--- config.mk ---
export PLATFORM = sky130hd
export DESIGN_NAME = seq_divider_rv_flat
export DESIGN_NICKNAME = d
export VERILOG_FILES = /design/src/rtl/seq_divider_rv_pkg.sv /design/src/rtl/seq_divider_rv_if.sv /design/src/rtl/seq_divider_rv_div_step.sv /design/src/rtl/seq_divider_rv.sv /design/src/flat_wrapper.sv
export SDC_FILE = /design/constraint.sdc
export NUM_CORES = 1
export LEC_CHECK = 0
export BUFFER_PORTS_ARGS = -buffer_cell sky130_fd_sc_hd__clkbuf_2
export CAP_MARGIN = 5
export CORE_UTILIZATION = 50
export CTS_BUF_LIST = sky130_fd_sc_hd__clkbuf_16
export DETAILED_ROUTE_END_ITERATION = 7
export GPL_TIMING_DRIVEN = 0
export PLACE_DENSITY_LB_ADDON = 0.08
export SLEW_MARGIN = 20
export SYNTH_ARGS = -nofsm -noshare
export SYNTH_HDL_FRONTEND = slang
export SYNTH_SLANG_ARGS = --single-unit
--- constraint.sdc ---
create_clock -name clk -period 5.12 [get_ports clk]
set_input_delay 0.256 -clock clk [delete_from_list [all_inputs] [get_ports clk]]
set_output_delay 0.256 -clock clk [all_outputs]
set_load 0.02 [all_outputs]
--- src/rtl/seq_divider_rv_pkg.sv ---
// Shared definitions for the iterative RISC-V M-extension divider.
// Holds the op encodings, the FSM state enum and small op-decode helpers.
package seq_divider_rv_pkg;

    localparam int unsigned DIV_OP_W = 2;

    // Operation encodings as presented on the op port
    typedef enum logic [DIV_OP_W-1:0] {
        DIV_OP_DIV  = 2'd0,
        DIV_OP_DIVU = 2'd1,
        DIV_OP_REM  = 2'd2,
        DIV_OP_REMU = 2'd3
    } div_op_e;

    // Divider control states
    typedef enum logic [1:0] {
        IDLE = 2'd0,
        CALC = 2'd1,
        FIX  = 2'd2,
        DONE = 2'd3
    } div_state_e;

    // DIV and REM are the signed variants (bit 0 clear)
    function automatic logic op_is_signed(input div_op_e op);
        return ~op[0];
    endfunction

    // REM and REMU return the remainder (bit 1 set)
    function automatic logic op_is_rem(input div_op_e op);
        return op[1];
    endfunction

endpackage

--- src/rtl/seq_divider_rv_if.sv ---
// Request/response bundle between the execute stage and the divider.
//   master: issues in_valid/op/dividend/divisor, accepts results with out_ready
//   slave : the divider; returns in_ready, out_valid, result and status flags
interface seq_divider_rv_if #(
    parameter int unsigned WIDTH = 32
);
    import seq_divider_rv_pkg::*;

    logic             in_valid;
    logic             in_ready;
    div_op_e          op;
    logic [WIDTH-1:0] dividend;
    logic [WIDTH-1:0] divisor;
    logic             out_valid;
    logic             out_ready;
    logic [WIDTH-1:0] result;
    logic             div_by_zero;
    logic             overflow;

    modport master (
        output in_valid, op, dividend, divisor, out_ready,
        input  in_ready, out_valid, result, div_by_zero, overflow
    );

    modport slave (
        input  in_valid, op, dividend, divisor, out_ready,
        output in_ready, out_valid, result, div_by_zero, overflow
    );

endinterface

--- src/rtl/seq_divider_rv_div_step.sv ---
// One combinational restoring-division iteration.
//   acc_in      : partial remainder (WIDTH+1 bits)
//   q_in        : remaining dividend bits / quotient being built
//   divisor     : unsigned divisor magnitude
//   acc_next_c  : partial remainder after this step
//   q_next_c    : quotient shifted with the new bit in the LSB
module seq_divider_rv_div_step #(
    parameter int unsigned WIDTH = 32
) (
    input  logic [WIDTH:0]   acc_in,
    input  logic [WIDTH-1:0] q_in,
    input  logic [WIDTH-1:0] divisor,
    output logic [WIDTH:0]   acc_next_c,
    output logic [WIDTH-1:0] q_next_c
);

    // One extra bit of headroom so the shifted accumulator never loses its MSB
    logic [WIDTH+1:0] shifted_c;
    logic [WIDTH+1:0] dvsr_ext_c;

    always_comb begin
        shifted_c  = {acc_in, q_in[WIDTH-1]};
        dvsr_ext_c = {2'b00, divisor};
        if (shifted_c >= dvsr_ext_c) begin
            acc_next_c = (WIDTH+1)'(shifted_c - dvsr_ext_c);
            q_next_c   = {q_in[WIDTH-2:0], 1'b1};
        end else begin
            acc_next_c = (WIDTH+1)'(shifted_c);
            q_next_c   = {q_in[WIDTH-2:0], 1'b0};
        end
    end

endmodule

--- src/rtl/seq_divider_rv.sv ---
// Iterative restoring divider with RISC-V DIV/DIVU/REM/REMU semantics.
// One quotient bit per cycle on magnitudes, sign fix-up in a final cycle.
// Divide-by-zero and signed MIN/-1 are resolved at accept time.
//   clk, reset : clock, asynchronous active-high reset
//   bus        : slave side of seq_divider_rv_if (request, response, flags)
module seq_divider_rv
    import seq_divider_rv_pkg::*;
#(
    parameter int unsigned WIDTH = 32
) (
    input  logic            clk,
    input  logic            reset,
    seq_divider_rv_if.slave bus
);

    localparam int unsigned     CNT_W   = $clog2(WIDTH) + 1;
    localparam logic [CNT_W-1:0] LAST_IT = CNT_W'(WIDTH - 1);
    localparam logic [CNT_W-1:0] CNT_MAX = CNT_W'(WIDTH);
    localparam logic [WIDTH-1:0] MIN_VAL = {1'b1, {(WIDTH-1){1'b0}}};
    localparam logic [WIDTH-1:0] ONES    = {WIDTH{1'b1}};

    div_state_e       state_q, state_d;
    div_op_e          op_q, op_d;
    logic             neg_quo_q, neg_quo_d;
    logic             neg_rem_q, neg_rem_d;
    logic [WIDTH:0]   acc_q, acc_d;
    logic [WIDTH-1:0] quo_q, quo_d;
    logic [WIDTH-1:0] dvsr_q, dvsr_d;
    logic [CNT_W-1:0] cnt_q, cnt_d;
    logic [WIDTH-1:0] result_q, result_d;
    logic             dbz_q, dbz_d;
    logic             ovf_q, ovf_d;
    logic             in_ready_q, in_ready_d;
    logic             out_valid_q, out_valid_d;

    logic [WIDTH:0]   step_acc_c;
    logic [WIDTH-1:0] step_quo_c;

    // Single restoring iteration on the current accumulator/quotient
    seq_divider_rv_div_step #(
        .WIDTH (WIDTH)
    ) u_div_step (
        .acc_in     (acc_q),
        .q_in       (quo_q),
        .divisor    (dvsr_q),
        .acc_next_c (step_acc_c),
        .q_next_c   (step_quo_c)
    );

    // State and datapath registers
    always_ff @(posedge clk or posedge reset) begin
        if (reset) begin
            state_q     <= IDLE;
            op_q        <= DIV_OP_DIV;
            neg_quo_q   <= 1'b0;
            neg_rem_q   <= 1'b0;
            acc_q       <= '0;
            quo_q       <= '0;
            dvsr_q      <= '0;
            cnt_q       <= '0;
            result_q    <= '0;
            dbz_q       <= 1'b0;
            ovf_q       <= 1'b0;
            in_ready_q  <= 1'b1;
            out_valid_q <= 1'b0;
        end else begin
            state_q     <= state_d;
            op_q        <= op_d;
            neg_quo_q   <= neg_quo_d;
            neg_rem_q   <= neg_rem_d;
            acc_q       <= acc_d;
            quo_q       <= quo_d;
            dvsr_q      <= dvsr_d;
            cnt_q       <= cnt_d;
            result_q    <= result_d;
            dbz_q       <= dbz_d;
            ovf_q       <= ovf_d;
            in_ready_q  <= in_ready_d;
            out_valid_q <= out_valid_d;
        end
    end

    // Decode of the incoming request
    logic             in_signed_c;
    logic             in_rem_c;
    logic [WIDTH-1:0] dividend_abs_c;
    logic [WIDTH-1:0] divisor_abs_c;
    logic [WIDTH-1:0] quo_fix_c;
    logic [WIDTH-1:0] rem_fix_c;

    always_comb begin
        in_signed_c    = op_is_signed(bus.op);
        in_rem_c       = op_is_rem(bus.op);
        // |MIN| fits as an unsigned WIDTH-bit value, so no extra bit is needed
        dividend_abs_c = (in_signed_c && bus.dividend[WIDTH-1])
                         ? (~bus.dividend + 1'b1) : bus.dividend;
        divisor_abs_c  = (in_signed_c && bus.divisor[WIDTH-1])
                         ? (~bus.divisor + 1'b1) : bus.divisor;
        quo_fix_c      = neg_quo_q ? (~quo_q + 1'b1) : quo_q;
        rem_fix_c      = neg_rem_q ? (~acc_q[WIDTH-1:0] + 1'b1) : acc_q[WIDTH-1:0];
    end

    // Next-state and output logic
    always_comb begin
        state_d   = state_q;
        op_d      = op_q;
        neg_quo_d = neg_quo_q;
        neg_rem_d = neg_rem_q;
        acc_d     = acc_q;
        quo_d     = quo_q;
        dvsr_d    = dvsr_q;
        cnt_d     = cnt_q;
        result_d  = result_q;
        dbz_d     = dbz_q;
        ovf_d     = ovf_q;

        unique case (state_q)
            IDLE: begin
                if (bus.in_valid) begin
                    op_d      = bus.op;
                    neg_quo_d = in_signed_c && (bus.dividend[WIDTH-1] ^ bus.divisor[WIDTH-1]);
                    neg_rem_d = in_signed_c && bus.dividend[WIDTH-1];
                    if (bus.divisor == '0) begin
                        result_d = in_rem_c ? bus.dividend : ONES;
                        dbz_d    = 1'b1;
                        ovf_d    = 1'b0;
                        state_d  = DONE;
                    end else if (in_signed_c && (bus.dividend == MIN_VAL) &&
                                 (bus.divisor == ONES)) begin
                        result_d = in_rem_c ? '0 : MIN_VAL;
                        dbz_d    = 1'b0;
                        ovf_d    = 1'b1;
                        state_d  = DONE;
                    end else begin
                        acc_d   = '0;
                        quo_d   = dividend_abs_c;
                        dvsr_d  = divisor_abs_c;
                        cnt_d   = '0;
                        dbz_d   = 1'b0;
                        ovf_d   = 1'b0;
                        state_d = CALC;
                    end
                end
            end

            CALC: begin
                acc_d = step_acc_c;
                quo_d = step_quo_c;
                if (cnt_q != CNT_MAX) begin
                    cnt_d = cnt_q + 1'b1;
                end
                if (cnt_q == LAST_IT) begin
                    state_d = FIX;
                end
            end

            FIX: begin
                result_d = op_is_rem(op_q) ? rem_fix_c : quo_fix_c;
                state_d  = DONE;
            end

            DONE: begin
                if (bus.out_ready) begin
                    dbz_d   = 1'b0;
                    ovf_d   = 1'b0;
                    state_d = IDLE;
                end
            end

            default: begin
                state_d = IDLE;
            end
        endcase
    end

    // Handshake outputs are registered copies of the next state
    always_comb begin
        in_ready_d  = (state_d == IDLE);
        out_valid_d = (state_d == DONE);
    end

    assign bus.in_ready    = in_ready_q;
    assign bus.out_valid   = out_valid_q;
    assign bus.result      = result_q;
    assign bus.div_by_zero = dbz_q;
    assign bus.overflow    = ovf_q;

endmodule

--- src/flat_wrapper.sv ---
// flat-port wrapper written by rule: the top's interface ports become plain ports
module seq_divider_rv_flat import seq_divider_rv_pkg::*;
#(
    parameter int unsigned WIDTH = 32
)
  (clk, reset, bus_in_valid, bus_op, bus_dividend, bus_divisor, bus_out_ready, bus_in_ready, bus_out_valid, bus_result, bus_div_by_zero, bus_overflow);
  seq_divider_rv_if #(.WIDTH(WIDTH)) bus_i ();
  input  logic clk;
  input  logic reset;
  input wire logic [$bits(bus_i.in_valid)-1:0] bus_in_valid;
  input wire logic [$bits(bus_i.op)-1:0] bus_op;
  input wire logic [$bits(bus_i.dividend)-1:0] bus_dividend;
  input wire logic [$bits(bus_i.divisor)-1:0] bus_divisor;
  input wire logic [$bits(bus_i.out_ready)-1:0] bus_out_ready;
  output wire logic [$bits(bus_i.in_ready)-1:0] bus_in_ready;
  output wire logic [$bits(bus_i.out_valid)-1:0] bus_out_valid;
  output wire logic [$bits(bus_i.result)-1:0] bus_result;
  output wire logic [$bits(bus_i.div_by_zero)-1:0] bus_div_by_zero;
  output wire logic [$bits(bus_i.overflow)-1:0] bus_overflow;
  assign bus_i.in_valid = bus_in_valid;
  assign bus_i.op = bus_op;
  assign bus_i.dividend = bus_dividend;
  assign bus_i.divisor = bus_divisor;
  assign bus_i.out_ready = bus_out_ready;
  assign bus_in_ready = bus_i.in_ready;
  assign bus_out_valid = bus_i.out_valid;
  assign bus_result = bus_i.result;
  assign bus_div_by_zero = bus_i.div_by_zero;
  assign bus_overflow = bus_i.overflow;
  seq_divider_rv #(.WIDTH(WIDTH)) u_core (.clk(clk), .reset(reset), .bus(bus_i));
endmodule
## Yosys cells after proc, flatten, opt, wreduce, memory -nomap -nowiden

Index checks and enable logic that the tools add are counted.

| word-level totals | value |
|---|---|
| register bits after elaboration | 145 |
| logic and storage cells | 99 |
| output and inout port bits | 36 |

| cells by class | value |
|---|---|
| mux-type cells | 40 |
| equality and inequality tests | 14 |
| reductions and logical operators | 17 |
| order comparisons | 1 |
| bitwise operators | 8 |
| add/subtract/negate cells | 6 |

Operators with widths:

| operator | number |
|---|---|
| $mux 32 | 13 |
| $mux 33 | 4 |
| $add 32x1->32 const B | 4 |
| $not 32->32 | 4 |
| $pmux 32 s2 | 2 |
| $pmux 33 s2 | 1 |
| $eq 32x32->1 const B | 2 |
| $ge 34x32->1 | 1 |
| $sub 33x32->33 | 1 |
| $logic_not 32->1 | 1 |
| $mux 6 | 4 |
| $pmux 6 s2 | 1 |
| $mux 2 | 5 |
| $ne 2x2->1 const B | 4 |
| $pmux 2 s4 | 1 |
| $reduce_and 4->1 | 2 |
| $mux 1 | 7 |
| $add 6x1->6 const B | 1 |
| $eq 2x2->1 const B | 3 |
| $eq 6x5->1 const B | 1 |
| $ne 6x6->1 const B | 1 |
| $reduce_and 3->1 | 2 |
| $reduce_bool 2->1 | 3 |
| $logic_and 1x1->1 | 5 |
| other kinds (9) | 13 |

## Logic depth before layout (Yosys ltp)

| depth | value |
|---|---|
| depth in word-level cells | 8 |
| gate-level depth with buffers | 15 |

## By module

From an unflattened synthesis, not the netlist that was laid out.

| second synthesis, totals | value |
|---|---|
| cell total of the unflattened synthesis | 1479 |
| area total of the unflattened synthesis | 11751.3 µm² |

By module, submodules not included:

| module | area an instance (µm²) | cells an instance | instances | seq. area each (µm²) |
|---|---|---|---|---|
| seq_divider_rv | 9327.7 | 1102 | 1 | 3604.7 |
| seq_divider_rv_div_step | 2423.6 | 377 | 1 | 0.0 |

## Worst setup path after synthesis

No wires, ideal clock.

| timing | value |
|---|---|
| path kind | register to register |
| start point | register u_core.quo_q[31] |
| end point | register u_core.quo_q[0] |
| library setup time | 0.146 ns |
| arrival | 3.141 ns |
| path slack | 1.834 ns |
| period minus slack after synthesis | 3.286 ns |
| cell stages (with the launch flop) | 16 |
| data required time | 4.974 ns |
| cells stage by stage | dfrtp_1 inv_1 ha_1 inv_1 fa_1 a21o_1 a21oi_1 o21a_1 o21a_1 o31ai_1 a2111oi_2 nor2_1 buf_2 nand2_1 clkbuf_1 o221ai_1 |

| between the ends | value |
|---|---|
| longest elaborated chain between the ends | 3 |

Ends and longest elaborated chain:

| what | RTL line | source |
|---|---|---|
| from (decl) | seq_divider_rv.sv:27 | `logic [WIDTH-1:0] quo_q, quo_d;` |
| from (signal assigned) | seq_divider_rv.sv:72 | `quo_q <= quo_d;` |
| $ge 34x32->1 | seq_divider_rv_div_step.sv:24 | `if (shifted_c >= dvsr_ext_c) begin` |
| $mux 1 | seq_divider_rv_div_step.sv:24 |  |
| $pmux 32 s2 | seq_divider_rv.sv:117 | `unique case (state_q)` |

Every way passes these cells.
A chain may end at the register's enable or synchronous reset.

## Worst setup path after layout

Same ends and word-level chain as after synthesis.

==> metrics.txt <==
CTS sink cnt 144; CTS Buf Count 17; post-DP HPWL 26.6 mm; CP cell instances inv_1 -> ha_1 -> inv_1 -> fa_1 -> a21o_1 -> a21oi_1 -> o21a_1 -> o21a_1 -> o31ai_1 -> a2111oi_2 -> nor2_1 -> buf_2 -> nand2_1 -> clkbuf_1 -> o221ai_1; CTS Hold Buffers Added 1; Final Hold Viols 0; Total GRT Usage 0.315; Hold WC Path Type primary input to flop; DR top layer met4; Final Util 0.583; Setup Buffers After CTS 0; post_cts resized 0; Rel. slew slack 0.208; power density cells 691 nW/um^2; CTS tree done; MaxCap Viol Count 0; final-report setup violation count 0; Core Box Area 21200 um^2; post-layout min period 4.32 ns; Antenna diodes 0; DIE AREA 22300 um^2; Clock Skews 0.00964 ns; FILL cells 1947; Slew Viols, Final 0; Longest Clk Path Bufs 2; synthesized area 10900 um^2; Met3 Routed Length 2.26 mm; total power 8520 uW; fin crit share 0.843; vias in the first global route 9835; initial DRC count 770; RSZ-0062 raised after global routing false; Non-Filler Instances 1738; Die Wd 149 um; number of synthesized flops with an enable pin 0; worst-case vdd ir drop 0.250 mV; Critical Path Max Stage Delay 0.68 ns; register area 3600 um^2; outcome complete, no violations; clock root buffer clkbuf_16; FFs w/ async S/R, synth 1.00; dpl cells 1706; Worst Max-Slew Pin Slew 1.18 ns; htree depth 4; DR vias 10400; Synth Flop Type dfrtp_1; die height 149 um; CP max FO 10; Starting Density 0.513; WP data arrival 4.59 ns; syn_area_per_cell 8.19 um^2; Unique masters post-synth 65; post-synth net total 1435; area of the multi-input gates 6740 um^2; Fin Hold WS 0.0904 ns; Clk pin slew, worst setup/hold paths 0.06 ns; Fmax 0.232 GHz; CP Capture Type flop; first drt pass iteration count 5; fin nets 1561; RD Place Congestion 0.937; average wire per standard cell 19.6 um; first-pass GRT wire length 53.3 mm; number of remaining DRC errors 0; initial antenna violation count 1; gr ovfl total 0; sequential area share after synthesis 0.332; critical path class flop to flop; total routed wirelength 34.1 mm; LEAKAGE 0.00540 uW; number of buffers added on ports 105; commonest non-fill, non-tap cell in the layout nand2_1; synthesized instance count 1325; Critical Path RT 5.40 ns; #FFs+latches synth 144; DR vias/cell 6.01; Warnings, synthesis 0; worst skew pair latency 0.44 ns; I/O Pins 106; Slowest-stage cell, CP a2111oi_2; row count 53; CP Launch Type flop; Routed Antenna Nets 0; share of layout cells above drive strength 1 0.119; M1 WL 14.9 mm; largest net degree at the start of global routing 80; P&R area growth vs syn 13.7%; routed wl met2 15.7 mm; most frequent cells in the layout nand2_1, dfrtp_1, o21ai_0, clkbuf_2, nor2_1
==> worst paths after layout <==
kind,start,end,slack [ns],cells after the start
min in group asynchronous,reset,u_core.bus.result[7],0.40,3
max reg2reg,u_core.quo_q[31],u_core.quo_q[0],0.80,15
min,bus_out_ready,u_core.bus.in_ready,0.09,3
max,u_core.quo_q[31],u_core.quo_q[0],0.80,15
min reg2reg,u_core.bus.result[9],u_core.bus.result[9],0.48,2
max in group asynchronous,reset,u_core.bus.in_ready,3.92,4
==> per-stage QoR <==
step                      setup slack [ns]  cell area (um^2)  setup TNS [ns]
after floorplan                      0.999             10900               0
after global placement              -0.787             11700         -110.89
after detailed placement             0.831             11800               0
after CTS                            0.820             12300               0
after global routing                 0.463             12300               0
final                                0.801             12300               0
==> layout make-up <==
type,instances,area share
repair buffers,107,0.0456
flip-flops and latches,144,0.292
plain buffers,68,0.0234
multi-input cells,1054,0.546
clock buffers,17,0.0345
inverters,59,0.0186
well taps,275,0.0279
clock inverters,14,0.0122
==> critical path: cells and delay by family (launching register included) <==
family / cells / cell delay (ns)
buffers and inverters: 4 / 0.94
flip-flops: 1 / 0.38
adder cells (fa/ha/maj): 2 / 0.61
AO/OA/AOI/OAI: 7 / 1.97
AND/OR/NAND/NOR: 2 / 0.25
==> registers in the layout, indices dropped and copies added (netlist names) <==
register / cells
u_core.acc_q: 33
u_core.bus.result: 32
u_core.dvsr_q: 32
u_core.quo_q: 32
u_core.cnt_q: 6
u_core.state_q: 2
u_core.bus.div_by_zero: 1
u_core.bus.in_ready: 1
u_core.bus.out_valid: 1
u_core.bus.overflow: 1
u_core.neg_quo_q: 1
u_core.neg_rem_q: 1
u_core.op_q: 1
==> cell usage after synthesis (all sizes together), types with 19 or more instances <==
master | instances | share of area
nand2b | 21 | 0.012
ha | 39 | 0.045
dfrtp | 143 | 0.33
a31oi | 22 | 0.013
o211ai | 22 | 0.015
nand2 | 146 | 0.050
nor2 | 102 | 0.036
o21ai | 127 | 0.059
o31ai | 26 | 0.018
inv | 59 | 0.020
a21oi | 97 | 0.045
a21o | 19 | 0.013
clkbuf | 49 | 0.017
nand3 | 25 | 0.012
nor3 | 25 | 0.013
buf | 19 | 0.0097
xnor2 | 78 | 0.063
xor2 | 71 | 0.057
==> report_power, final <==
part | leakage, uW | total (uW) | internal (uW) | switching, uW
sequential | 0.00177 | 2250 | 1680 | 562
clock | 0.000286 | 1250 | 753 | 502
combinational | 0.00335 | 5020 | 1980 | 3040
total | 0.00540 | 8520 | 4420 | 4110
==> layer usage <==
metal / vias to the layer above / GRT usage
li1: 5065 / -
met1: 4881 / 0.414
met2: 416 / 0.515
met3: 79 / 0.0505
met4: 0 / 0.130
met5: - / 0
==> cell families after synthesis <==
kind of cell    after synthesis  share of synthesized area
simple gates                421                      0.186
fa+ha+maj                    40                     0.0468
mux                          17                     0.0159
compound gates              427                      0.252
flops                       144                      0.332
xor+xnor                    149                      0.120
buf+inv                     127                     0.0470
Note: power is estimated with default switching activity, not from simulation.
